### src/rtl/fa_pipe_if.sv
// fa_pipe_if: operand/result handshake bundle for fa_pipe; flag signals exist only with FA_PIPE_FLAGS_EN
interface fa_pipe_if #(
    parameter int WIDTH = 32
);
    logic             in_valid;
    logic             in_ready;
    logic [WIDTH-1:0] a;
    logic [WIDTH-1:0] b;
    logic             ci;
    logic             sub;
    logic             out_valid;
    logic             out_ready;
    logic [WIDTH-1:0] s;
    logic             co_top;
    logic             co_msb;
    logic             co_tap;
`ifdef FA_PIPE_FLAGS_EN
    logic             flag_z;
    logic             flag_n;
    logic             flag_v;
    modport master (
        output in_valid, a, b, ci, sub, out_ready,
        input  in_ready, out_valid, s, co_top, co_msb, co_tap, flag_z, flag_n, flag_v
    );
    modport slave (
        input  in_valid, a, b, ci, sub, out_ready,
        output in_ready, out_valid, s, co_top, co_msb, co_tap, flag_z, flag_n, flag_v
    );
`else
    modport master (
        output in_valid, a, b, ci, sub, out_ready,
        input  in_ready, out_valid, s, co_top, co_msb, co_tap
    );
    modport slave (
        input  in_valid, a, b, ci, sub, out_ready,
        output in_ready, out_valid, s, co_top, co_msb, co_tap
    );
`endif
endinterface

### src/rtl/fa_pipe.sv
// fa_pipe: pipelined add/subtract, SEG bits per stage with registered carries; FA_PIPE_FLAGS_EN adds z/n/v flags
module fa_pipe #(
    parameter int WIDTH = 32,
    parameter int SEG   = 8,
    parameter int TAP   = 24
) (
    input logic      sys_clk,
    input logic      reset,
    fa_pipe_if.slave bus
);
    localparam int N = WIDTH / SEG;
    localparam int T = TAP / SEG - 1;
    logic en;
    assign en            = bus.out_ready | ~g_stg[N-1].v_q;
    assign bus.in_ready  = en;
    assign bus.out_valid = g_stg[N-1].v_q;
    assign bus.s         = g_stg[N-1].x_q;
    assign bus.co_top    = g_stg[N-1].c_q;
    assign bus.co_tap    = g_stg[N-1].t_q;
    assign bus.co_msb    = g_stg[N-1].g_last.m_q;
`ifdef FA_PIPE_FLAGS_EN
    assign bus.flag_z    = g_stg[N-1].g_last.z_q;
    assign bus.flag_n    = g_stg[N-1].g_last.n_q;
    assign bus.flag_v    = g_stg[N-1].g_last.fv_q;
`endif
    // Each stage word carries the untouched upper segments of A with the finished
    // lower sum segments spliced in, so after the last stage it is the aligned result.
    for (genvar k = 0; k < N; k++) begin : g_stg
        localparam int LO = k * SEG;
        localparam int BI = WIDTH - LO;
        logic [WIDTH-1:0] x_in;
        logic [WIDTH-1:0] x_d;
        logic [WIDTH-1:0] x_q;
        logic [BI-1:0]    b_in;
        logic [SEG:0]     sum;
        logic             c_in;
        logic             v_in;
        logic             t_d;
        logic             c_q;
        logic             t_q;
        logic             v_q;
        if (k == 0) begin : g_in
            assign x_in = bus.a;
            assign b_in = bus.sub ? ~bus.b : bus.b;
            assign c_in = bus.sub ^ bus.ci;
            assign v_in = bus.in_valid;
        end else begin : g_in
            assign x_in = g_stg[k-1].x_q;
            assign b_in = g_stg[k-1].g_fwd.b_q;
            assign c_in = g_stg[k-1].c_q;
            assign v_in = g_stg[k-1].v_q;
        end
        if (k == T) begin : g_tap
            assign t_d = sum[SEG];
        end else if (k == 0) begin : g_tap
            assign t_d = 1'b0;
        end else begin : g_tap
            assign t_d = g_stg[k-1].t_q;
        end
        assign sum = {1'b0, x_in[LO +: SEG]} + {1'b0, b_in[SEG-1:0]} + {{SEG{1'b0}}, c_in};
        // Replace segment k of the forwarded word with this stage's sum
        always_comb begin
            x_d = x_in;
            x_d[LO +: SEG] = sum[SEG-1:0];
        end
        // Stage register: word, carry, tap carry and valid advance together on en
        always_ff @(posedge sys_clk or posedge reset) begin
            if (reset) begin
                x_q <= '0;
                c_q <= 1'b0;
                t_q <= 1'b0;
                v_q <= 1'b0;
            end else if (en) begin
                x_q <= x_d;
                c_q <= sum[SEG];
                t_q <= t_d;
                v_q <= v_in;
            end
        end
        if (k < N - 1) begin : g_fwd
            logic [BI-SEG-1:0] b_q;
            // Operand B skew: drop the segment consumed here, forward the rest
            always_ff @(posedge sys_clk or posedge reset) begin
                if (reset) b_q <= '0;
                else if (en) b_q <= b_in[BI-1:SEG];
            end
        end
        if (k == N - 1) begin : g_last
            logic m_c;
            logic m_q;
            assign m_c = x_in[WIDTH-1] ^ b_in[SEG-1] ^ sum[SEG-1];
`ifdef FA_PIPE_FLAGS_EN
            logic z_q;
            logic n_q;
            logic fv_q;
            // Carry into the MSB and the status flags, registered alongside the result
            always_ff @(posedge sys_clk or posedge reset) begin
                if (reset) begin
                    m_q  <= 1'b0;
                    z_q  <= 1'b0;
                    n_q  <= 1'b0;
                    fv_q <= 1'b0;
                end else if (en) begin
                    m_q  <= m_c;
                    z_q  <= x_d == '0;
                    n_q  <= x_d[WIDTH-1];
                    fv_q <= sum[SEG] ^ m_c;
                end
            end
`else
            // Carry into the MSB, registered alongside the result
            always_ff @(posedge sys_clk or posedge reset) begin
                if (reset) m_q <= 1'b0;
                else if (en) m_q <= m_c;
            end
`endif
        end
    end
endmodule

### src/flat_wrapper.sv
// flat-port wrapper written by rule: the top's interface ports become plain ports
module fa_pipe_flat 
#(
    parameter int WIDTH = 32,
    parameter int SEG   = 8,
    parameter int TAP   = 24
)
  (sys_clk, reset, bus_in_valid, bus_a, bus_b, bus_ci, bus_sub, bus_out_ready, bus_in_ready, bus_out_valid, bus_s, bus_co_top, bus_co_msb, bus_co_tap);
  fa_pipe_if #(.WIDTH(WIDTH)) bus_i ();
  input logic sys_clk;
  input logic reset;
  input wire logic [$bits(bus_i.in_valid)-1:0] bus_in_valid;
  input wire logic [$bits(bus_i.a)-1:0] bus_a;
  input wire logic [$bits(bus_i.b)-1:0] bus_b;
  input wire logic [$bits(bus_i.ci)-1:0] bus_ci;
  input wire logic [$bits(bus_i.sub)-1:0] bus_sub;
  input wire logic [$bits(bus_i.out_ready)-1:0] bus_out_ready;
  output wire logic [$bits(bus_i.in_ready)-1:0] bus_in_ready;
  output wire logic [$bits(bus_i.out_valid)-1:0] bus_out_valid;
  output wire logic [$bits(bus_i.s)-1:0] bus_s;
  output wire logic [$bits(bus_i.co_top)-1:0] bus_co_top;
  output wire logic [$bits(bus_i.co_msb)-1:0] bus_co_msb;
  output wire logic [$bits(bus_i.co_tap)-1:0] bus_co_tap;
  assign bus_i.in_valid = bus_in_valid;
  assign bus_i.a = bus_a;
  assign bus_i.b = bus_b;
  assign bus_i.ci = bus_ci;
  assign bus_i.sub = bus_sub;
  assign bus_i.out_ready = bus_out_ready;
  assign bus_in_ready = bus_i.in_ready;
  assign bus_out_valid = bus_i.out_valid;
  assign bus_s = bus_i.s;
  assign bus_co_top = bus_i.co_top;
  assign bus_co_msb = bus_i.co_msb;
  assign bus_co_tap = bus_i.co_tap;
  fa_pipe #(.WIDTH(WIDTH), .SEG(SEG), .TAP(TAP)) u_core (.sys_clk(sys_clk), .reset(reset), .bus(bus_i));
endmodule
### config.mk
export PLATFORM = sky130hd
export DESIGN_NAME = fa_pipe_flat
export DESIGN_NICKNAME = d
export VERILOG_FILES = /design/src/rtl/fa_pipe_if.sv /design/src/rtl/fa_pipe.sv /design/src/flat_wrapper.sv
export SDC_FILE = /design/constraint.sdc
export NUM_CORES = 1
export LEC_CHECK = 0
export ABC_AREA = 1
export BUFFER_PORTS_ARGS = -buffer_cell sky130_fd_sc_hd__buf_2
export CAP_MARGIN = 20
export CORE_MARGIN = 2
export CORE_UTILIZATION = 53
export DETAILED_ROUTE_END_ITERATION = 7
export GPL_TIMING_DRIVEN = 0
export HOLD_SLACK_MARGIN = 0.02
export PLACE_DENSITY = 0.77
export SYNTH_ARGS = -nofsm -noshare
export SYNTH_HDL_FRONTEND = slang
export SYNTH_SLANG_ARGS = --single-unit
export TNS_END_PERCENT = 100
### constraint.sdc
create_clock -name sys_clk -period 5.6 [get_ports sys_clk]
set_clock_uncertainty 0.05 [all_clocks]
set_input_delay 0.28 -clock sys_clk [delete_from_list [all_inputs] [get_ports sys_clk]]
set_output_delay 0.28 -clock sys_clk [all_outputs]
set_load 0.01 [all_outputs]
# Yosys cells after proc, flatten, opt, wreduce, memory -nomap -nowiden
# Index checks and enable logic that the tools add are counted.
[op_classes]
n_addsub = 8
mux = 1
n_bitwise = 6
[ops]
columns = ["operator", "n"]
rows = [
  ["8-bit by 8-bit adder with 9-bit output", 4],
  ["9-bit by 1-bit adder with 9-bit output", 4],
  ["32-bit 2-to-1 mux", 1],
  ["32-bit NOT", 1],
  ["1-bit XOR", 3],
  ["1-bit NOT", 1],
  ["1-bit bitwise OR", 1],
]
[word_totals]
regBits = 186
out_inout_bits = 37
wordCells = 32

# Depth between registers and ports, before layout
# Gate-level depths: netlist (run 1).
[depth]
depth_word = 4
mapped_depth = 12
ltp_nobuf = 10

# Worst setup path before layout (run 1)
# OpenSTA, ideal clock, no wires.
[synth_timing]
kind = "input port to flip-flop"
startpoint = "in bus_sub"
endpoint = "reg u_core.g_stg[0].x_q[6]"
setup_time_ns = 0.117
arrival_ns = 1.906
t_required_ns = 5.433
setup_slack_ns = 3.527
cell_stages = 12
n_path_buf = 2
path_cell_list = "buf_2 > buf_2 > xor2_1 > fa_1 > inv_1 > fa_1 > inv_1 > nand3_1 > nand3_1 > nand2_1 > nand3_1 > nand2_1"
[synth_via]
elab_chain_len = 3
word_cells_on_any_way = 4
[synth_rtl]
columns = ["item", "line", "rtl"]
rows = [
  ["start: declaration", "flat_wrapper.sv:16", "input wire logic [$bits(bus_i.sub)-1:0] bus_sub;"],
  ["32-bit 2-to-1 mux", "fa_pipe.sv:44", "assign b_in = bus.sub ? ~bus.b : bus.b;"],
  ["8-bit by 8-bit adder with 9-bit output", "fa_pipe.sv:60", "assign sum = {1'b0, x_in[LO +: SEG]} + {1'b0, b_in[SEG-1:0]} + {{SEG{1'b0}}, c_in};"],
  ["9-bit by 1-bit adder with 9-bit output (*)", "fa_pipe.sv:60", ""],
  ["end signal: assignment", "fa_pipe.sv:69", "x_q <= '0;"],
  ["end signal: assignment", "fa_pipe.sv:74", "x_q <= x_d;"],
  ["end: declaration", "fa_pipe.sv:33", "logic [WIDTH-1:0] x_q;"],
]
# Mark *: on every way between the ends. The rest lies on a longest branch, timed or not.
# A chain may end at the register's enable or synchronous reset.

# Final worst setup path (run 1)
[layout_timing]
startpoint = "reg u_core.g_stg[0].g_fwd.b_q[0]"
endpoint = "reg u_core.g_stg[1].x_q[12]"
[layout_via]
elab_chain_len = 2
[layout_rtl]
columns = ["item", "line", "rtl"]
rows = [
  ["start: declaration", "fa_pipe.sv:81", "logic [BI-SEG-1:0] b_q;"],
  ["start signal: assignment", "fa_pipe.sv:85", "else if (en) b_q <= b_in[BI-1:SEG];"],
  ["8-bit by 8-bit adder with 9-bit output", "fa_pipe.sv:60", ""],
  ["9-bit by 1-bit adder with 9-bit output", "fa_pipe.sv:60", ""],
  ["end signal: assignment", "fa_pipe.sv:69", ""],
  ["end signal: assignment", "fa_pipe.sv:74", ""],
  ["end: declaration", "fa_pipe.sv:33", ""],
]
# Every way passes these cells.

==> impl_metrics.csv, run 1 <==
group,metric,value,unit
clock_tree,cts_buffers,17,
pwr,switchingPower,2.15,mW
die,core,16000,µm²
timing,fin_crit,2070,ps
routing,wire_per_inst,13.7,µm
clock_tree,htreeDepth,4,
die,die_y,132,µm
synthesis,seq_area_frac_synth,53.2,%
pwr,p_total,5.69,mW
timing,fmax,484,MHz
routing,viasPerCell,4.89,
clock_tree,ctsResizeCount,0,
clock_tree,ctsHoldBuffers,22,
setup_path,endpoint_kind,"flip-flop",
pwr,p_leak,5.58,nW
job,drv_cap,0,
setup_path,crit_required,5870,ps
pwr,swShare,37.8,%
pwr,p_seq_share,40.0,%
clock_tree,cts_tree,"done",
routing,drc,0,
pwr,power.internal,3.54,mW
die,dieWidth,132,µm
routing,dr.pass1.iters,5,
cells_and_area,final_nets,1274,
synthesis,synth.net_count,1126,
synthesis,ys.flop_type,"dfrtp_1",
placed_design,routabilityCongestion,0.885,
global_routing,grt_pass1_vias,6573,
die,start_util,54.6,%
synthesis,ys_ff_latch,186,
pwr,vdd_ir_drop_max,0.296,mV
die,dieArea,17500,µm²
cells_and_area,fillerInstances,1370,
cells_and_area,layout_commonest_cell,"nand2_1",
clock_tree,cts.clk_slew.worst_paths,60,ps
placed_design,io_buffers,105,
global_routing,grt_use_total,23.2,%
placed_design,dpl_worst_slack,3270,ps
timing,worstMarginPinSlew,732,ps
timing,fin_crit_sh,36.9,%
setup_path,cp_data_arrival_time,2330,ps
clock_tree,cts_sinks,186,
setup_path,crit_fanout,4,
cells_and_area,drive_above_1_share,15.0,%
cells_and_area,num_antenna_cells,0,
clock_tree,ctsLongestPathBuffers,2,
clock_tree,ctsRootBufferMaster,"clkbuf_16",
timing,drv_slew,0,
pwr,p_clk_share,20.9,%
timing,final_hold_viol_count,0,
setup_path,start_kind,"flip-flop",
min_path,min_path_type,"input pin to flip-flop",
run_status,run_status,"completed",
global_routing,grt_max_degree,101,
clock_tree,postCtsSetupBuffers,0,
global_routing,overflow,0,
routing,first_iter_violations,386,
synthesis,postSynth.asyncResetShare,100,%
synthesis,netlist_area,8740,µm²
timing,finalSetupTns,0,ps
routing,vias,6822,
synthesis,synth-edff-count,0,
timing,rsz0062_at_grt,"no",
setup_path,worstSetupPathType,"flip-flop to flip-flop",
global_routing,grt_pass1_wl,32100,µm
placed_design,hpwl,13800,µm
pwr,pwr-share-comb,39.1,%
clock_tree,clk-insertion-delay-late,430,ps
global_routing,antenna_found_initial,0,
cells_and_area,syn_to_final_growth,18.8,%
die,io_pins,107,
routing,ant_nets,0,
die,rows,46,
synthesis,synth_cell_types,29,
synthesis,avgSynthCellArea,8.57,µm²
timing,fin_ws,3530,ps
routing,routed_wl,19100,µm
synthesis,syn_inst,1020,
timing,setup_viol,0,
cells_and_area,final_cell_mix,"nand2_1 (484), dfrtp_1 (186), buf_2 (120)",
timing,max_slew_margin,51.2,%
synthesis,yosysWarnings,0,
pwr,power-per-cell-area,548,nW/µm²
timing,whs,36.1,ps
[per-layer routing]
metal  up-vias  global-route usage (%)  routed length, µm
met5         -                       0                  0
met4         0                    7.77                362
met2       169                    37.8               9010
met1      3166                    31.5               8830
li1       3456                       -                  -
met3        31                    4.48                895
[critical path: stages, from the launching register on]
cell and delay, ps:
dfrtp_1 410, fa_1 470, fa_1 440, nand2_1 90, nand3_1 80, or2_2 280, nand3_1 80, nand2_1 60
[flip-flops by register name, indices dropped and copies added (netlist names)]
signal                  cells
u_core.bus.co_msb           1
u_core.bus.co_tap           1
u_core.bus.co_top           1
u_core.bus.out_valid        1
u_core.bus.s               32
u_core.g_stg.c_q            3
u_core.g_stg.g_fwd.b_q     48
u_core.g_stg.v_q            3
u_core.g_stg.x_q           96
[metrics by stage]
step                      std cells  utilization (%)  cell area, µm²
after CTS                      1395             64.8           10400
after global routing           1396             64.9           10400
final                          1396             64.9           10400
after global placement         1341             59.6            9540
after floorplan                1020                -            8740
after detailed placement       1342             59.8            9570
[kinds of logic after synthesis]
kind of cell	synth area share [%]
XOR/XNOR	3.61
flip-flops	53.2
AO/OA/AOI/OAI	5.45
AND/OR/NAND/NOR	24.6
adder cells (fa/ha/maj)	5.84
buffers and inverters	7.27
[cell type report]
| class | count | area (µm²) | area share, % |
|---|---|---|---|
| inverter | 72 | 283 | 2.72 |
| buffer | 45 | 360 | 3.47 |
| clock inverter | 6 | 87.6 | 0.843 |
| timing repair buffer | 129 | 783 | 7.54 |
| tap | 216 | 270 | 2.60 |
| multi-input combinational | 717 | 3450 | 33.2 |
| sequential | 186 | 4650 | 44.8 |
| clock buffer | 25 | 495 | 4.77 |
[worst paths after layout]
| check | startpoint | end | slack [ps] | cells after the start |
|---|---|---|---|---|
| setup / recovery | u_core.g_stg[0].g_fwd.b_q[0]$_DFFE_PP0P_ | u_core.g_stg[1].x_q[12]$_DFFE_PP0P_ | 3530 | 7 |
| hold / removal | bus_a[8] | u_core.g_stg[0].x_q[8]$_DFFE_PP0P_ | 40 | 3 |
| setup reg to reg | u_core.g_stg[0].g_fwd.b_q[0]$_DFFE_PP0P_ | u_core.g_stg[1].x_q[12]$_DFFE_PP0P_ | 3530 | 7 |
| hold reg to reg | u_core.bus.s[23]$_DFFE_PP0P_ | u_core.bus.s[23]$_DFFE_PP0P_ | 410 | 2 |
| max in group asynchronous | reset | u_core.bus.s[6]$_DFFE_PP0P_ | 4220 | 4 |
| min in group asynchronous | reset | u_core.bus.s[30]$_DFFE_PP0P_ | 430 | 3 |
[synthesized netlist by cell type, drive strengths merged (2+ instances only)]
master / number / share of area [%]
a21oi: 19 / 1.1
fa: 8 / 1.8
xnor2: 28 / 2.8
o21bai: 2 / 0.17
o22ai: 2 / 0.14
xor2: 8 / 0.80
inv: 71 / 3.0
nand2: 484 / 21
clkbuf: 5 / 0.21
or2: 4 / 0.29
nand4: 4 / 0.29
nand3b: 2 / 0.17
ha: 28 / 4.0
nand3: 36 / 2.1
nor2: 20 / 0.86
dfrtp: 186 / 53
o21ai: 68 / 3.9
buf: 40 / 3.9
[power by group through the flow]
stage	registers, mW	clock network [mW]	logic, mW
global route	2.35	1.26	2.56
finish	2.28	1.19	2.23
detailed placement	2.29	0	2.22
CTS	2.27	1.20	2.24
global placement	2.27	0	2.15
floorplan	2.28	0	1.56
No activity file was read; power rests on OpenSTA's default activity.
==> run 2: changes to the inputs <==
--- a/config.mk
+++ b/config.mk
@@ -5,15 +5,15 @@
 export SDC_FILE = /design/constraint.sdc
 export NUM_CORES = 1
 export LEC_CHECK = 0
-export ABC_AREA = 1
+export ABC_AREA = 0
 export BUFFER_PORTS_ARGS = -buffer_cell sky130_fd_sc_hd__buf_2
 export CAP_MARGIN = 20
 export CORE_MARGIN = 2
-export CORE_UTILIZATION = 53
+export CORE_UTILIZATION = 58
 export DETAILED_ROUTE_END_ITERATION = 7
 export GPL_TIMING_DRIVEN = 0
 export HOLD_SLACK_MARGIN = 0.02
-export PLACE_DENSITY = 0.77
+export PLACE_DENSITY = 0.8
 export SYNTH_ARGS = -nofsm -noshare
 export SYNTH_HDL_FRONTEND = slang
 export SYNTH_SLANG_ARGS = --single-unit
==> constraint.sdc (replaced) <==
create_clock -name sys_clk -period 2.1 [get_ports sys_clk]
set_clock_uncertainty 0.05 [all_clocks]
set_input_delay 0.105 -clock sys_clk [delete_from_list [all_inputs] [get_ports sys_clk]]
set_output_delay 0.105 -clock sys_clk [all_outputs]
set_load 0.01 [all_outputs]
==> impl_metrics.csv, run 2 <==
group,metric,value,unit
run_status,run_status,"complete, but fails checks",
run_status,violations,"negative setup slack",
cells_and_area,layout_commonest_cell,"nand2_1",
synthesis,yosys-mux-area-fraction,0,%
synthesis,synth_top_family_by_area,"simple AND/OR/NAND/NOR gates",
synthesis,synth_cell_types,38,
setup_path,crit_required,2370,ps
placed_design,hpwl,13700,µm
clock_tree,clk-insertion-delay-late,430,ps
die,die_y,124,µm
setup_path,critPathTopFamily,"adder cells",
synthesis,synth-compound-area-share,8.59,%
global_routing,antenna_found_initial,0,
setup_path,endpoint_kind,"flip-flop",
clock_tree,cts_buffers,17,
clock_tree,ctsLongestPathBuffers,2,
placed_design,io_buffers,105,
setup_path,critPathBufInv,0,
synthesis,syn_inst,918,
pwr,p_leak,5.34,nW
placed_design,routabilityCongestion,0.867,
synthesis,ys.flop_type,"dfrtp_1",
pwr,power-per-cell-area,1460,nW/µm²
synthesis,synth.net_count,1024,
cells_and_area,drive_above_1_share,18.4,%
routing,dr.pass1.iters,5,
setup_path,critPathLaunch,"u_core.g_stg[1].g_fwd.b_q[0]$_DFFE_PP0P_",
synthesis,yosys-top-cells-count,"nand2_1 (443), dfrtp_1 (186), o21ai_1 (50)",
timing,finalSetupTns,-86.0,ps
routing,vias,6795,
clock_tree,ctsRootBufferMaster,"clkbuf_16",
synthesis,ys_ff_latch,186,
min_path,min_path_type,"input pin to flip-flop",
die,core,14000,µm²
die,dieArea,15400,µm²
clock_tree,cts.clk_slew.worst_paths,60,ps
timing,fin_crit,2130,ps
routing,viasPerCell,5.23,
synthesis,synth-xor-area-share,4.91,%
timing,worstMarginPinSlew,804,ps
synthesis,yosysWarnings,0,
cells_and_area,syn_to_final_growth,24.5,%
synthesis,postSynth.asyncResetShare,100,%
routing,drc,0,
synthesis,synthSimpleGateAreaFrac,21.9,%
cells_and_area,final_cell_mix,"nand2_1 (443), dfrtp_1 (185), buf_2 (133)",
setup_path,rr_worst_depth,7,
timing,final_hold_viol_count,0,
synthesis,avgSynthCellArea,9.14,µm²
setup_path,cp_slowest_stage_delay,430,ps
routing,first_iter_violations,467,
cells_and_area,largest_reg_flops,96,
setup_path,worstSetupPathType,"flip-flop to flip-flop",
die,dieWidth,124,µm
routing,wire_per_inst,15.5,µm
die,start_util,60.0,%
timing,setup_viol,4,
global_routing,grt_max_degree,44,
global_routing,grt_pass1_vias,6692,
global_routing,overflow,0,
pwr,vdd_ir_drop_max,0.778,mV
synthesis,seq_area_frac_synth,55.5,%
clock_tree,cts_tree,"done",
cells_and_area,num_antenna_cells,0,
synthesis,yosysMostFrequentCell,"nand2_1",
cells_and_area,final_nets,1215,
timing,drv_slew,0,
synthesis,synth_fa_ha_area_share,6.08,%
die,io_pins,107,
cells_and_area,design_area,10500,µm²
setup_path,crit_slowest_cell,"fa_2",
setup_path,start_kind,"flip-flop",
timing,rsz0062_at_grt,"yes",
synthesis,synth_area_leader_cell,"dfrtp_1",
global_routing,grt_pass1_wl,32300,µm
clock_tree,cts_sinks,186,
synthesis,ys_top_cells_by_area,"dfrtp_1 (55%), nand2_1 (20%), ha_1 (4.2%), xnor2_1 (3.1%), o21ai_1 (3.0%)",
placed_design,dpl_cell_area,9250,µm²
timing,fin_ws,-30.1,ps
setup_path,setup.worst_path.end,"u_core.g_stg[2].c_q$_DFFE_PP0P_",
setup_path,reg2reg_from,"u_core.g_stg[1].g_fwd.b_q[0]$_DFFE_PP0P_",
routing,ant_nets,0,
routing,routed_wl,20100,µm
setup_path,crit_cells,7,
setup_path,cp_data_arrival_time,2400,ps
synthesis,synth-edff-count,0,
synthesis,synth_top_area_share,55.5,%
synthesis,netlist_area,8390,µm²
cells_and_area,top_register,"u_core.g_stg.x_q",
die,rows,43,
timing,whs,67.1,ps
setup_path,cp_cell_sequence,"fa_2 -> fa_2 -> a21oi_2 -> o21ai_2 -> o31a_1 -> o21ai_2 -> a21oi_1",
job,drv_cap,0,
global_routing,grt_use_total,26.6,%
timing,fmax,469,MHz
clock_tree,htreeDepth,4,
timing,max_slew_margin,46.4,%
timing,fin_crit_sh,101,%
setup_path,r2r_end,"u_core.g_stg[2].c_q$_DFFE_PP0P_",
setup_path,crit_fanout,2,
setup_path,rrSetupSlack,-30,ps
-- run 2: routing by layer --
metal / routed length [µm] / global-route usage, % / part of all wire (%)
met5: 0 / 0 / 0
met3: 1100 / 4.77 / 5.5
met1: 8700 / 34.9 / 43
met4: 618 / 10.8 / 3.1
met2: 9660 / 44.1 / 48
-- run 2: area by class of cell --
cell class	instances	area [µm²]
Sequential cell	186	4660
Multi-Input combinational cell	677	3570
Fill cell	994	3540
Timing Repair Buffer	173	1220
Clock buffer	25	505
Inverter	10	41.3
Buffer	44	219
Clock inverter	3	15.0
Tap cell	180	225
-- run 2: logic make-up after synthesis --
group | after synthesis
AND/OR/NAND/NOR | 477
adder cells (fa/ha/maj) | 36
XOR/XNOR | 47
AO/OA/AOI/OAI | 117
flip-flops | 186
buffers and inverters | 55
-- run 2: through the flow --
stage,std cells,worst slack (ps),total power [mW],utilization [%]
finish,1298,-30.1,15.2,74.7
global route,1298,-127,16.3,74.7
CTS,1292,-43.4,15.0,74.2
detailed placement,1207,-200,11.8,66.1
global placement,1203,-1510,11.5,65.6
floorplan,918,-448,10.0,-
-- run 2: how the worst min path moves through the flow --
stage / startpoint / to / slack [ps] / depth (start not counted)
2_1_floorplan: bus_in_valid / u_core.g_stg[0].v_q$_DFFE_PP0P_ / 170 / 2
3_3_place_gp: bus_a[29] / u_core.g_stg[0].x_q[29]$_DFFE_PP0P_ / 250 / 3
3_5_place_dp: reset / u_core.g_stg[0].g_fwd.b_q[0]$_DFFE_PP0P_ / 120 / 2
4_1_cts: bus_a[0] / u_core.g_stg[0].x_q[0]$_DFFE_PP0P_ / 70 / 4
5_1_grt: bus_a[0] / u_core.g_stg[0].x_q[0]$_DFFE_PP0P_ / 90 / 4
6_report: bus_a[0] / u_core.g_stg[0].x_q[0]$_DFFE_PP0P_ / 70 / 4
-- run 2: power breakdown --
part	leakage (nW)	internal (mW)	total, mW	switching, mW
clock network	0.261	1.64	2.90	1.26
registers	2.25	5.19	6.17	0.979
logic	2.83	2.63	6.16	3.54
-- run 2: what timing repair did --
action,4_1_cts,5_1_grt
endpoints found under the hold margin,69,0
gates resized for setup,10,6
pin swaps,9,11
hold buffers,53,0
endpoints found under the setup margin,8,7
setup buffers,5,6
-- run 2: tightest hold or removal path, stage by stage --
cell and delay [ps]:
buf_2 100, fa_2 210, nand2_1 50, nand2_1 50
